### config.mk
export PLATFORM = sky130hd
export DESIGN_NAME = mult_scheduler
export DESIGN_NICKNAME = d
export VERILOG_FILES = /design/src/rtl/mult_sched_pkg.sv /design/src/rtl/WallaceTree.sv /design/src/rtl/rr_arbiter.sv /design/src/rtl/mult_scheduler.sv
export SDC_FILE = /design/constraint.sdc
export NUM_CORES = 1
export LEC_CHECK = 0
export BUFFER_PORTS_ARGS = -buffer_cell sky130_fd_sc_hd__buf_2
export CAP_MARGIN = 0
export CORE_MARGIN = 2
export CORE_UTILIZATION = 59
export DETAILED_ROUTE_END_ITERATION = 10
export PLACE_DENSITY = 0.87
export SLEW_MARGIN = 20
export SYNTH_ARGS = -nofsm -noshare
export SYNTH_HDL_FRONTEND = slang
export SYNTH_HIERARCHICAL = 1
export SYNTH_SLANG_ARGS = --single-unit
### constraint.sdc
create_clock -name Clk -period 11.7 [get_ports Clk]
set_input_delay 1.17 -clock Clk [delete_from_list [all_inputs] [get_ports Clk]]
set_output_delay 1.17 -clock Clk [all_outputs]
set_load 0.1 [all_outputs]
### src/rtl/mult_sched_pkg.sv
// Shared types and widths for the multiplier scheduler.
// The WAIT state exists only when MULT_PIPE_EN is defined.
package mult_sched_pkg;

   localparam int unsigned OPND_W = 16;
   localparam int unsigned PROD_W = 32;
   localparam int unsigned CNT_W  = 16;

   typedef enum logic [1:0] {
      S_IDLE = 2'd0,
      S_CALC = 2'd1,
`ifdef MULT_PIPE_EN
      S_WAIT = 2'd3,
`endif
      S_DONE = 2'd2
   } state_e;

   // Completed-operation counter sticks at all-ones instead of wrapping.
   function automatic logic [CNT_W-1:0] sat_inc(input logic [CNT_W-1:0] v);
      return (v == {CNT_W{1'b1}}) ? v : v + CNT_W'(1);
   endfunction

endpackage

### src/rtl/WallaceTree.sv
// 16x16 unsigned multiplier: partial products folded through a carry-save
// reduction, with a single carry-propagate add at the end.
module WallaceTree (
   input  logic [15:0] MUR,
   input  logic [15:0] MUD,
   output logic [31:0] result
);

   logic [31:0] sum_v;
   logic [31:0] car_v;
   logic [31:0] pp_v;
   logic [31:0] nsum_v;
   logic [31:0] ncar_v;

   always_comb begin
      sum_v  = '0;
      car_v  = '0;
      pp_v   = '0;
      nsum_v = '0;
      ncar_v = '0;
      for (int i = 0; i < 16; i++) begin
         pp_v   = {16'b0, MUR & {16{MUD[i]}}} << i;
         nsum_v = sum_v ^ car_v ^ pp_v;
         // Carries past bit 31 carry weight 2^32 and cannot affect a 32-bit product.
         ncar_v = ((sum_v & car_v) | (sum_v & pp_v) | (car_v & pp_v)) << 1;
         sum_v  = nsum_v;
         car_v  = ncar_v;
      end
      result = sum_v + car_v;
   end

endmodule

### src/rtl/rr_arbiter.sv
// Round-robin arbiter: one-hot grant to the first requester after last_grant.
module rr_arbiter #(
   parameter int unsigned N   = 4,
   parameter int unsigned IDW = 2
) (
   input  logic [N-1:0]   req_i,
   input  logic [IDW-1:0] last_grant_i,
   output logic [N-1:0]   grant_o
);

   logic [IDW-1:0] idx;
   logic           found;

   always_comb begin
      grant_o = '0;
      idx     = '0;
      found   = 1'b0;
      for (int unsigned k = 1; k <= N; k++) begin
         idx = IDW'((32'(last_grant_i) + k) % N);
         if (!found && req_i[idx]) begin
            grant_o[idx] = 1'b1;
            found        = 1'b1;
         end
      end
   end

endmodule

### src/rtl/mult_scheduler.sv
// Shares one WallaceTree among NREQ requesters with round-robin arbitration.
// Define MULT_PIPE_EN to register the product once more (WAIT state, latency 3).
module mult_scheduler
   import mult_sched_pkg::*;
#(
   parameter int unsigned NREQ = 4,
   parameter int unsigned W    = OPND_W
) (
   input  logic                          Clk,
   input  logic                          Reset,
   input  logic [NREQ-1:0]               req_valid,
   output logic [NREQ-1:0]               req_ready,
   input  logic [NREQ-1:0][W-1:0]        req_mur,
   input  logic [NREQ-1:0][W-1:0]        req_mud,
   output logic                          rsp_valid,
   input  logic                          rsp_ready,
   output logic [$clog2(NREQ)-1:0]       rsp_id,
   output logic [PROD_W-1:0]             rsp_result,
   output logic [CNT_W-1:0]              op_count
);

   localparam int unsigned IDW = $clog2(NREQ);

   state_e              state_q;
   logic [IDW-1:0]      last_grant_q;
   logic [IDW-1:0]      id_q;
   logic [W-1:0]        mur_q;
   logic [W-1:0]        mud_q;
   logic [PROD_W-1:0]   rsp_result_q;
   logic                rsp_valid_q;
   logic [CNT_W-1:0]    op_count_q;
`ifdef MULT_PIPE_EN
   logic [PROD_W-1:0]   prod_q;
`endif

   logic [NREQ-1:0]     grant;
   logic [IDW-1:0]      win_idx;
   logic [PROD_W-1:0]   wt_result;

   rr_arbiter #(
      .N   (NREQ),
      .IDW (IDW)
   ) u_arb (
      .req_i        (req_valid),
      .last_grant_i (last_grant_q),
      .grant_o      (grant)
   );

   WallaceTree u_mul (
      .MUR    (mur_q),
      .MUD    (mud_q),
      .result (wt_result)
   );

   // One-hot grant to binary requester index.
   always_comb begin
      win_idx = '0;
      for (int unsigned i = 0; i < NREQ; i++) begin
         if (grant[i]) win_idx = IDW'(i);
      end
   end

   // Grant is offered only while idle, so it responds to req_valid in the same cycle.
   assign req_ready  = (state_q == S_IDLE) ? grant : '0;
   assign rsp_valid  = rsp_valid_q;
   assign rsp_id     = id_q;
   assign rsp_result = rsp_result_q;
   assign op_count   = op_count_q;

   always_ff @(posedge Clk) begin
      if (Reset) begin
         state_q      <= S_IDLE;
         last_grant_q <= IDW'(NREQ - 1);
         id_q         <= '0;
         mur_q        <= '0;
         mud_q        <= '0;
         rsp_result_q <= '0;
         rsp_valid_q  <= 1'b0;
         op_count_q   <= '0;
`ifdef MULT_PIPE_EN
         prod_q       <= '0;
`endif
      end else begin
         case (state_q)
            S_IDLE: begin
               if (|grant) begin
                  mur_q        <= req_mur[win_idx];
                  mud_q        <= req_mud[win_idx];
                  id_q         <= win_idx;
                  last_grant_q <= win_idx;
                  state_q      <= S_CALC;
               end
            end
            S_CALC: begin
`ifdef MULT_PIPE_EN
               prod_q       <= wt_result;
               state_q      <= S_WAIT;
`else
               rsp_result_q <= wt_result;
               rsp_valid_q  <= 1'b1;
               state_q      <= S_DONE;
`endif
            end
`ifdef MULT_PIPE_EN
            S_WAIT: begin
               rsp_result_q <= prod_q;
               rsp_valid_q  <= 1'b1;
               state_q      <= S_DONE;
            end
`endif
            S_DONE: begin
               // Returning to IDLE first keeps a grant out of the accept cycle.
               if (rsp_ready) begin
                  rsp_valid_q <= 1'b0;
                  op_count_q  <= sat_inc(op_count_q);
                  state_q     <= S_IDLE;
               end
            end
            default: state_q <= S_IDLE;
         endcase
      end
   end

endmodule

==> Implementation_results.wiki, run 1 <==
{| class="wikitable"
! Metric !! Value
|-
| Run status || finished, final reports clean
|-
| Total count of max-transition violations in the final report || 0
|-
| Number of global-route vias before repair || approximately 9000
|-
| Layout Nets || 1763
|-
| Relative max-transition margin || 40.4%
|-
| Most common cell after layout, fill and taps aside || sky130_fd_sc_hd__nand2_1
|-
| Peak fanout along the critical path || 17
|-
| TritonCTS Buffers || 9
|-
| Slowest stage cell, crit path || sky130_fd_sc_hd__dfxtp_1
|-
| Post-cts resize count || 0
|-
| Longest Clk Path Bufs || 2
|-
| CP Class || flop to flop
|-
| Post-synth top flop || sky130_fd_sc_hd__dfxtp_1
|-
| Final hold violation count || 0
|-
| Clock insertion delay at the later pin of the skew report || around 0.35 ns
|-
| Switching power share of the total || 54.9%
|-
| Placed wire-length estimate after detailed placement || 19.5 mm
|-
| Wire length of the first global-routing pass || 40.3 mm
|-
| Overall power of the completed layout || 3.69 mW
|-
| Port buffer count || 189
|-
| Overall global routing resource usage || 24.5%
|-
| Cell area power density || 296 nW/um2
|-
| Portion of synthesized cell area occupied by the leading cell type || 37.5%
|-
| Period utilisation layout || 83.0%
|-
| Core Rows || 50
|-
| Commonest non-fill, non-tap cells in the layout || sky130_fd_sc_hd__nand2_1, sky130_fd_sc_hd__fa_1, sky130_fd_sc_hd__buf_2
|-
| Largest voltage drop on the vdd net || 0.205 mV
|-
| Via total after detailed routing || 9016
|-
| Router iterations before antenna repair || 5
|-
| Most common cell type on the critical path || sky130_fd_sc_hd__fa_1
|-
| Timing-limited maximum frequency || 103 MHz
|-
| Reg-to-reg startpoint || mur_q[15]
|-
| Via-per-instance ratio || 5.58
|-
| Data required, critical path || 11.90 ns
|-
| Wirelength, routed || 24.0 mm
|-
| Storage element area || 1740 um2
|-
| Pin slew with the least headroom to its limit || between 0.8 and 0.9 ns
|-
| Post-Route Skew || 0.00849 ns
|-
| Design internal power || 1.66 mW
|-
| Setup tns final || 0 ns
|-
| Switching power summed over all nets || 2.02 mW
|-
| Post-detailed-placement cell area || 12200 um2
|-
| Element type at the critical path end || flop
|-
| Clock sinks || 87
|-
| 1st-iter DRT viols || 461
|-
| Total setup buffers inserted after CTS || 0
|-
| Area Growth Syn to Fin || 10.7%
|-
| Portion of the post-synthesis area used by sequential elements || ~15%
|-
| Number of antenna-violating nets in the routed design || 0
|-
| Starting Density || 60.3%
|-
| Cell type with the highest aggregate area in the netlist || sky130_fd_sc_hd__fa_1
|-
| H-tree level count || 3
|-
| CTS clock-pin slew for the worst setup and hold paths || about 0.06 ns
|-
| Gate power share || 75.9%
|-
| Per-instance average area after synthesis || between 8 and 9 um2
|-
| Count of fill cells added during filler insertion || 1423
|-
| Wirelength per Cell || 14.9 um
|-
| Initial antenna violation count || 0
|-
| Data arrival time of the critical path || 9.91 ns
|-
| Combined area of the multi-input logic cells || 8850 um2
|-
| Clock power share || ~7.5%
|-
| Maximum number of pins on one net before global-route repair || 92
|-
| CTS tree || built
|-
| Number of diodes || 0
|-
| Launch point of the worst hold path || rsp_result[26]
|-
| Least setup slack across all paths after layout || 1.99 ns
|-
| Number of flops mapped to enable cells by yosys || 0
|-
| Leftover overflow at the end of global routing || 0
|-
| Largest stage delay on the critical path || 0.69 ns
|-
| Count of unresolved DRC violations after routing || 0
|-
| Routability congestion estimate from global placement || 0.858
|-
| Power share of the sequential group || 16.6%
|-
| # hold bufs at CTS || 0
|-
| I/O pin count || 190
|-
| Worst setup startpoint || mur_q[15]
|-
| Fraction of registers with async set or reset after synthesis || 0%
|-
| RSZ-0062 raised after global routing || false
|-
| Worst slack after detailed placement || 2.12 ns
|-
| Synthesis-stage register bit count || 87
|-
| Final setup violation count || 0
|-
| Post-synthesis instance area || 11300 um2
|-
| Number of cells produced by synthesis || 1260
|-
| Die Footprint || ~20000 um2
|-
| Max-capacitance violation count || 0
|-
| Horizontal die dimension || 142 um
|-
| Post-layout min period || 9.71 ns
|-
| Syn Nets || 1645
|-
| Area of the core || 18700 um2
|-
| Share of cells above drive strength 1 || 16.7%
|-
| Pleak || 4.32 nW
|-
| CTS root buffer || sky130_fd_sc_hd__clkbuf_16
|-
| Worst hold-check path type || flop to flop
|-
| Ys Warns || 6
|-
| Count of cell types in the netlist || 58
|-
| Sort of element at the start of the critical path || flop
|-
| Final instance area || ~12000 um2
|-
| Synth top area cells || sky130_fd_sc_hd__fa_1, sky130_fd_sc_hd__dfxtp_1, sky130_fd_sc_hd__nand2_1, sky130_fd_sc_hd__mux2i_1, sky130_fd_sc_hd__ha_1
|-
| Y dimension of the die || 142 um
|}
-- layout make-up --
type                            count  area share [%]
Tap cell                          234            2.35
Clock buffer                       13            2.01
Multi-Input combinational cell    998            70.9
Sequential cell                    87            14.0
Timing Repair Buffer              195            7.94
Inverter                           87            2.62
Clock inverter                      3           0.211
-- state kept, by name, summed over array words and instances, names as in the netlist --
register and flops:
rsp_result 32, mud_q 16, mur_q 16, op_count 16, last_grant_q 2, rsp_id 2
state_q 2, rsp_valid 1
-- kinds of logic (layout without fill, tap and decap cells) --
kind of cell / after synthesis / count (layout) / synth area share [%]
XOR/XNOR: 9 / 9 / 0.699
AND/OR/NAND/NOR: 493 / 493 / 19.3
multiplexers: 72 / 72 / 6.95
flip-flops: 87 / 87 / 15.4
buffers and inverters: 175 / 298 / 6.17
AO/OA/AOI/OAI: 174 / 174 / 9.61
adder cells (fa/ha/maj): 250 / 250 / 41.8
-- final timing paths --
kind	to	slack [ns]	cells past startpoint
worst max-delay path	rsp_result[30]	1.99	28
worst min-delay path	rsp_result[26]	0.45	2
worst max register to register	rsp_result[30]	1.99	28
worst min register to register	rsp_result[26]	0.45	2
-- power groups by stage --
stage | logic, mW | registers [mW] | clock network [mW]
2_1_floorplan | 2.18 | 0.694 | 0
3_3_place_gp | 2.70 | 0.599 | 0
3_5_place_dp | 2.80 | 0.613 | 0
4_1_cts | 2.81 | 0.608 | 0.281
5_1_grt | 3.18 | 0.637 | 0.292
6_report | 2.80 | 0.612 | 0.275
-- worst max-delay path, delay by kind of cell, from the launching register on --
family,cells,cell delay [ns]
adders and majority gates,17,7.38
AOI/OAI and AO/OA,5,0.81
DFF,1,0.69
and+or+nand+nor,3,0.47
buffers and inverters,3,0.21
-- synth_stat cells, types with 3 or more instances --
cell,number
sky130_fd_sc_hd__nor2_1,55
sky130_fd_sc_hd__dfxtp_1,87
sky130_fd_sc_hd__ha_1,39
sky130_fd_sc_hd__mux2_2,4
sky130_fd_sc_hd__inv_1,87
sky130_fd_sc_hd__o311ai_0,3
sky130_fd_sc_hd__o41ai_1,3
sky130_fd_sc_hd__nor3_1,8
sky130_fd_sc_hd__o31ai_1,5
sky130_fd_sc_hd__nor2b_1,9
sky130_fd_sc_hd__nand2_1,334
sky130_fd_sc_hd__and3_1,3
sky130_fd_sc_hd__or3_1,6
sky130_fd_sc_hd__nand3_1,7
sky130_fd_sc_hd__o21a_1,5
sky130_fd_sc_hd__o21ai_0,41
sky130_fd_sc_hd__o211ai_1,9
sky130_fd_sc_hd__buf_2,9
sky130_fd_sc_hd__nand2b_1,3
sky130_fd_sc_hd__and2_1,38
sky130_fd_sc_hd__xnor2_1,7
sky130_fd_sc_hd__buf_1,8
sky130_fd_sc_hd__a21o_1,4
sky130_fd_sc_hd__a21oi_1,60
sky130_fd_sc_hd__clkbuf_1,68
sky130_fd_sc_hd__fa_1,211
sky130_fd_sc_hd__nand4_1,4
sky130_fd_sc_hd__nor3b_1,5
sky130_fd_sc_hd__nor4_1,4
sky130_fd_sc_hd__a211oi_1,32
sky130_fd_sc_hd__mux2i_1,64
sky130_fd_sc_hd__or4_1,5
-- metal layers --
layer	vias up	part of all wire (%)	track usage (%)
li1	4299	-	-
met1	4423	42	31.3
met3	33	4.2	3.30
met5	-	0	0
met2	261	52	44.1
met4	0	1.7	6.42
-- per-stage QoR --
stage / hold slack (ns) / std cells / util, %
6_report: 0.450 / 1617 / 66.7
5_1_grt: 0.464 / 1617 / 66.7
4_1_cts: 0.452 / 1617 / 66.7
3_5_place_dp: 0.443 / 1601 / 65.2
3_3_place_gp: 0.438 / 1601 / 65.2
2_1_floorplan: 0.477 / 1260 / -
No activity file was read; power rests on OpenSTA's default activity.
==> run 2: changes to the inputs <==
clock period = 9.3 ns   (was 11.7 ns; I/O delays follow)
==> Implementation_results.wiki, run 2 (synthesis gave the netlist of run 1 again) <==
{| class="wikitable"
! Metric !! Value
|-
| Setup tns final || 0 ns (unchanged)
|-
| Clock sinks || 87 (unchanged)
|-
| Initial antenna violation count || 1 (was 0)
|-
| 1st-iter DRT viols || 472 (was 461)
|-
| CTS tree || built (unchanged)
|-
| Post-layout min period || 9.22 ns (was 9.71 ns)
|-
| Via total after detailed routing || 9170 (was 9016)
|-
| Max-capacitance violation count || 0 (unchanged)
|-
| Longest Clk Path Bufs || 2 (unchanged)
|-
| Most common cell after layout, fill and taps aside || sky130_fd_sc_hd__nand2_1 (unchanged)
|-
| Wirelength per Cell || 15.7 um (was 14.9 um)
|-
| Most common cell type on the critical path || sky130_fd_sc_hd__fa_2 (was sky130_fd_sc_hd__fa_1)
|-
| Sort of element at the start of the critical path || flop (unchanged)
|-
| H-tree level count || 3 (unchanged)
|-
| Y dimension of the die || 142 um (unchanged)
|-
| TritonCTS Buffers || 9 (unchanged)
|-
| Data required, critical path || 9.58 ns (was 11.90 ns)
|-
| Core Rows || 50 (unchanged)
|-
| Count of unresolved DRC violations after routing || 0 (unchanged)
|-
| Timing-limited maximum frequency || 108 MHz (was 103 MHz)
|-
| Maximum number of pins on one net before global-route repair || 92 (unchanged)
|-
| Reg2reg setup slack || 0.08 ns (was 1.99 ns)
|-
| Leftover overflow at the end of global routing || 0 (unchanged)
|-
| Largest voltage drop on the vdd net || 0.312 mV (was 0.205 mV)
|-
| Commonest non-fill, non-tap cells in the layout || sky130_fd_sc_hd__nand2_1, sky130_fd_sc_hd__buf_2, sky130_fd_sc_hd__fa_1 (was sky130_fd_sc_hd__nand2_1, sky130_fd_sc_hd__fa_1, sky130_fd_sc_hd__buf_2)
|-
| Number of antenna-violating nets in the routed design || 0 (unchanged)
|-
| Wire length of the first global-routing pass || 42.3 mm (was 40.3 mm)
|-
| Total count of max-transition violations in the final report || 0 (unchanged)
|-
| Layout Nets || 1791 (was 1763)
|-
| CTS root buffer || sky130_fd_sc_hd__clkbuf_16 (unchanged)
|-
| Horizontal die dimension || 142 um (unchanged)
|-
| Max FFs per register || 32 (unchanged)
|-
| Port buffer count || 189 (unchanged)
|-
| Area of the core || 18700 um2 (unchanged)
|-
| Run status || finished, final reports clean (unchanged)
|-
| Final setup violation count || 0 (unchanged)
|-
| Routability congestion estimate from global placement || 0.881 (was 0.858)
|-
| Period utilisation layout || 99.1% (was 83.0%)
|-
| Element type at the critical path end || flop (unchanged)
|-
| Placed wire-length estimate after detailed placement || 20.2 mm (was 19.5 mm)
|-
| Peak fanout along the critical path || 6 (was 17)
|-
| Starting Density || 60.3% (unchanged)
|-
| Via-per-instance ratio || 5.57 (was 5.58)
|-
| Largest stage delay on the critical path || 0.56 ns (was 0.69 ns)
|-
| I/O pin count || 190 (unchanged)
|-
| Overall global routing resource usage || 26.1% (was 24.5%)
|-
| Router iterations before antenna repair || 5 (unchanged)
|-
| Area Growth Syn to Fin || 14.4% (was 10.7%)
|-
| CP Class || flop to flop (unchanged)
|-
| Final hold violation count || 0 (unchanged)
|-
| Worst Hold Slack || 0.447 ns (was 0.450 ns)
|-
| Pleak || 4.50 nW (was 4.32 nW)
|-
| Cell area power density || 386 nW/um2 (was 296 nW/um2)
|-
| Pin slew with the least headroom to its limit || 0.946 ns (was 0.894 ns)
|-
| Relative max-transition margin || 36.9% (was 40.4%)
|-
| Share of cells above drive strength 1 || 22.1% (was 16.7%)
|-
| Number of global-route vias before repair || 9228 (was 8912)
|-
| Die Footprint || 20200 um2 (unchanged)
|-
| CTS clock-pin slew for the worst setup and hold paths || 0.07 ns (was 0.06 ns)
|-
| Slowest stage cell, crit path || sky130_fd_sc_hd__fa_1 (was sky130_fd_sc_hd__dfxtp_1)
|-
| Clock insertion delay at the later pin of the skew report || 0.36 ns (was 0.35 ns)
|-
| Data arrival time of the critical path || 9.50 ns (was 9.91 ns)
|-
| Wirelength, routed || 25.9 mm (was 24.0 mm)
|-
| RSZ-0062 raised after global routing || true (was false)
|-
| Post-Route Skew || 0.00869 ns (was 0.00849 ns)
|-
| Worst hold-check path type || flop to flop (unchanged)
|}
[run 2: cell count changes in the layout (fill, tap and decap cells not counted), moves of 3 or more]
cell	change
sky130_fd_sc_hd__fa_1	-29
sky130_fd_sc_hd__fa_2	+29
sky130_fd_sc_hd__and2_1	-5
sky130_fd_sc_hd__ha_4	+3
sky130_fd_sc_hd__inv_1	-4
sky130_fd_sc_hd__inv_2	+4
sky130_fd_sc_hd__and2_4	+5
sky130_fd_sc_hd__buf_4	+26
sky130_fd_sc_hd__a21oi_1	-3
sky130_fd_sc_hd__ha_1	-5
[run 2: path summary, 6_finish.rpt]
kind                            depth (start not counted)             end           start
worst max-delay path                                   28  rsp_result[28]        mud_q[0]
worst min-delay path                                    2  rsp_result[26]  rsp_result[26]
worst max register to register                         28  rsp_result[28]        mud_q[0]
worst min register to register                          2  rsp_result[26]  rsp_result[26]
[run 2: power breakdown]
group	internal, mW	total [mW]	switching [mW]
Combinational	1.56	3.94	2.37
Sequential	0.484	0.663	0.179
Clock	0.219	0.380	0.161
[run 2: routing by layer]
metal / track usage, % / routed length, um
met5: 0 / 0
met1: 32.8 / 10500
met2: 46.6 / 13700
met4: 8.79 / 448
met3: 3.26 / 1200
[run 2: timing repair]
action / 4_1_cts / 5_1_grt
hold buffers: 0 / 0
pin swaps: 1 / 17
endpoints found under the setup margin: 4 / 8
setup buffers: 1 / 6
resized for setup: 8 / 52
[run 2: layout make-up]
type,instances,area [um2]
multi-input cells,998,9020
fillers,1349,5800
flip-flops and latches,87,1750
repair buffers,223,1200
inverters,87,327
well taps,234,293
clock buffers,11,243
clock inverters,5,63.8
diodes,1,2.50
[run 2: per-stage QoR]
step	setup slack [ns]	instances	power (mW)	cell area [um2]	utilization, %
3_3_place_gp	0.128	1622	4.22	12400	66.0
4_1_cts	0.0314	1639	4.81	12700	67.9
2_1_floorplan	0.213	1260	3.62	11300	-
5_1_grt	-0.183	1646	5.50	12900	69.0
6_report	0.0815	1646	4.98	12900	69.0
3_5_place_dp	-0.0701	1622	4.37	12400	66.0
[run 2: worst max-delay path, delay by kind of cell (launching register included)]
kind,cells,cell delay [ns]
DFF,1,0.36
and+or+nand+nor,3,0.38
AOI/OAI and AO/OA,4,0.66
adders and majority gates,17,7.43
xor gates and xnor gates,1,0.17
buffers and inverters,3,0.14
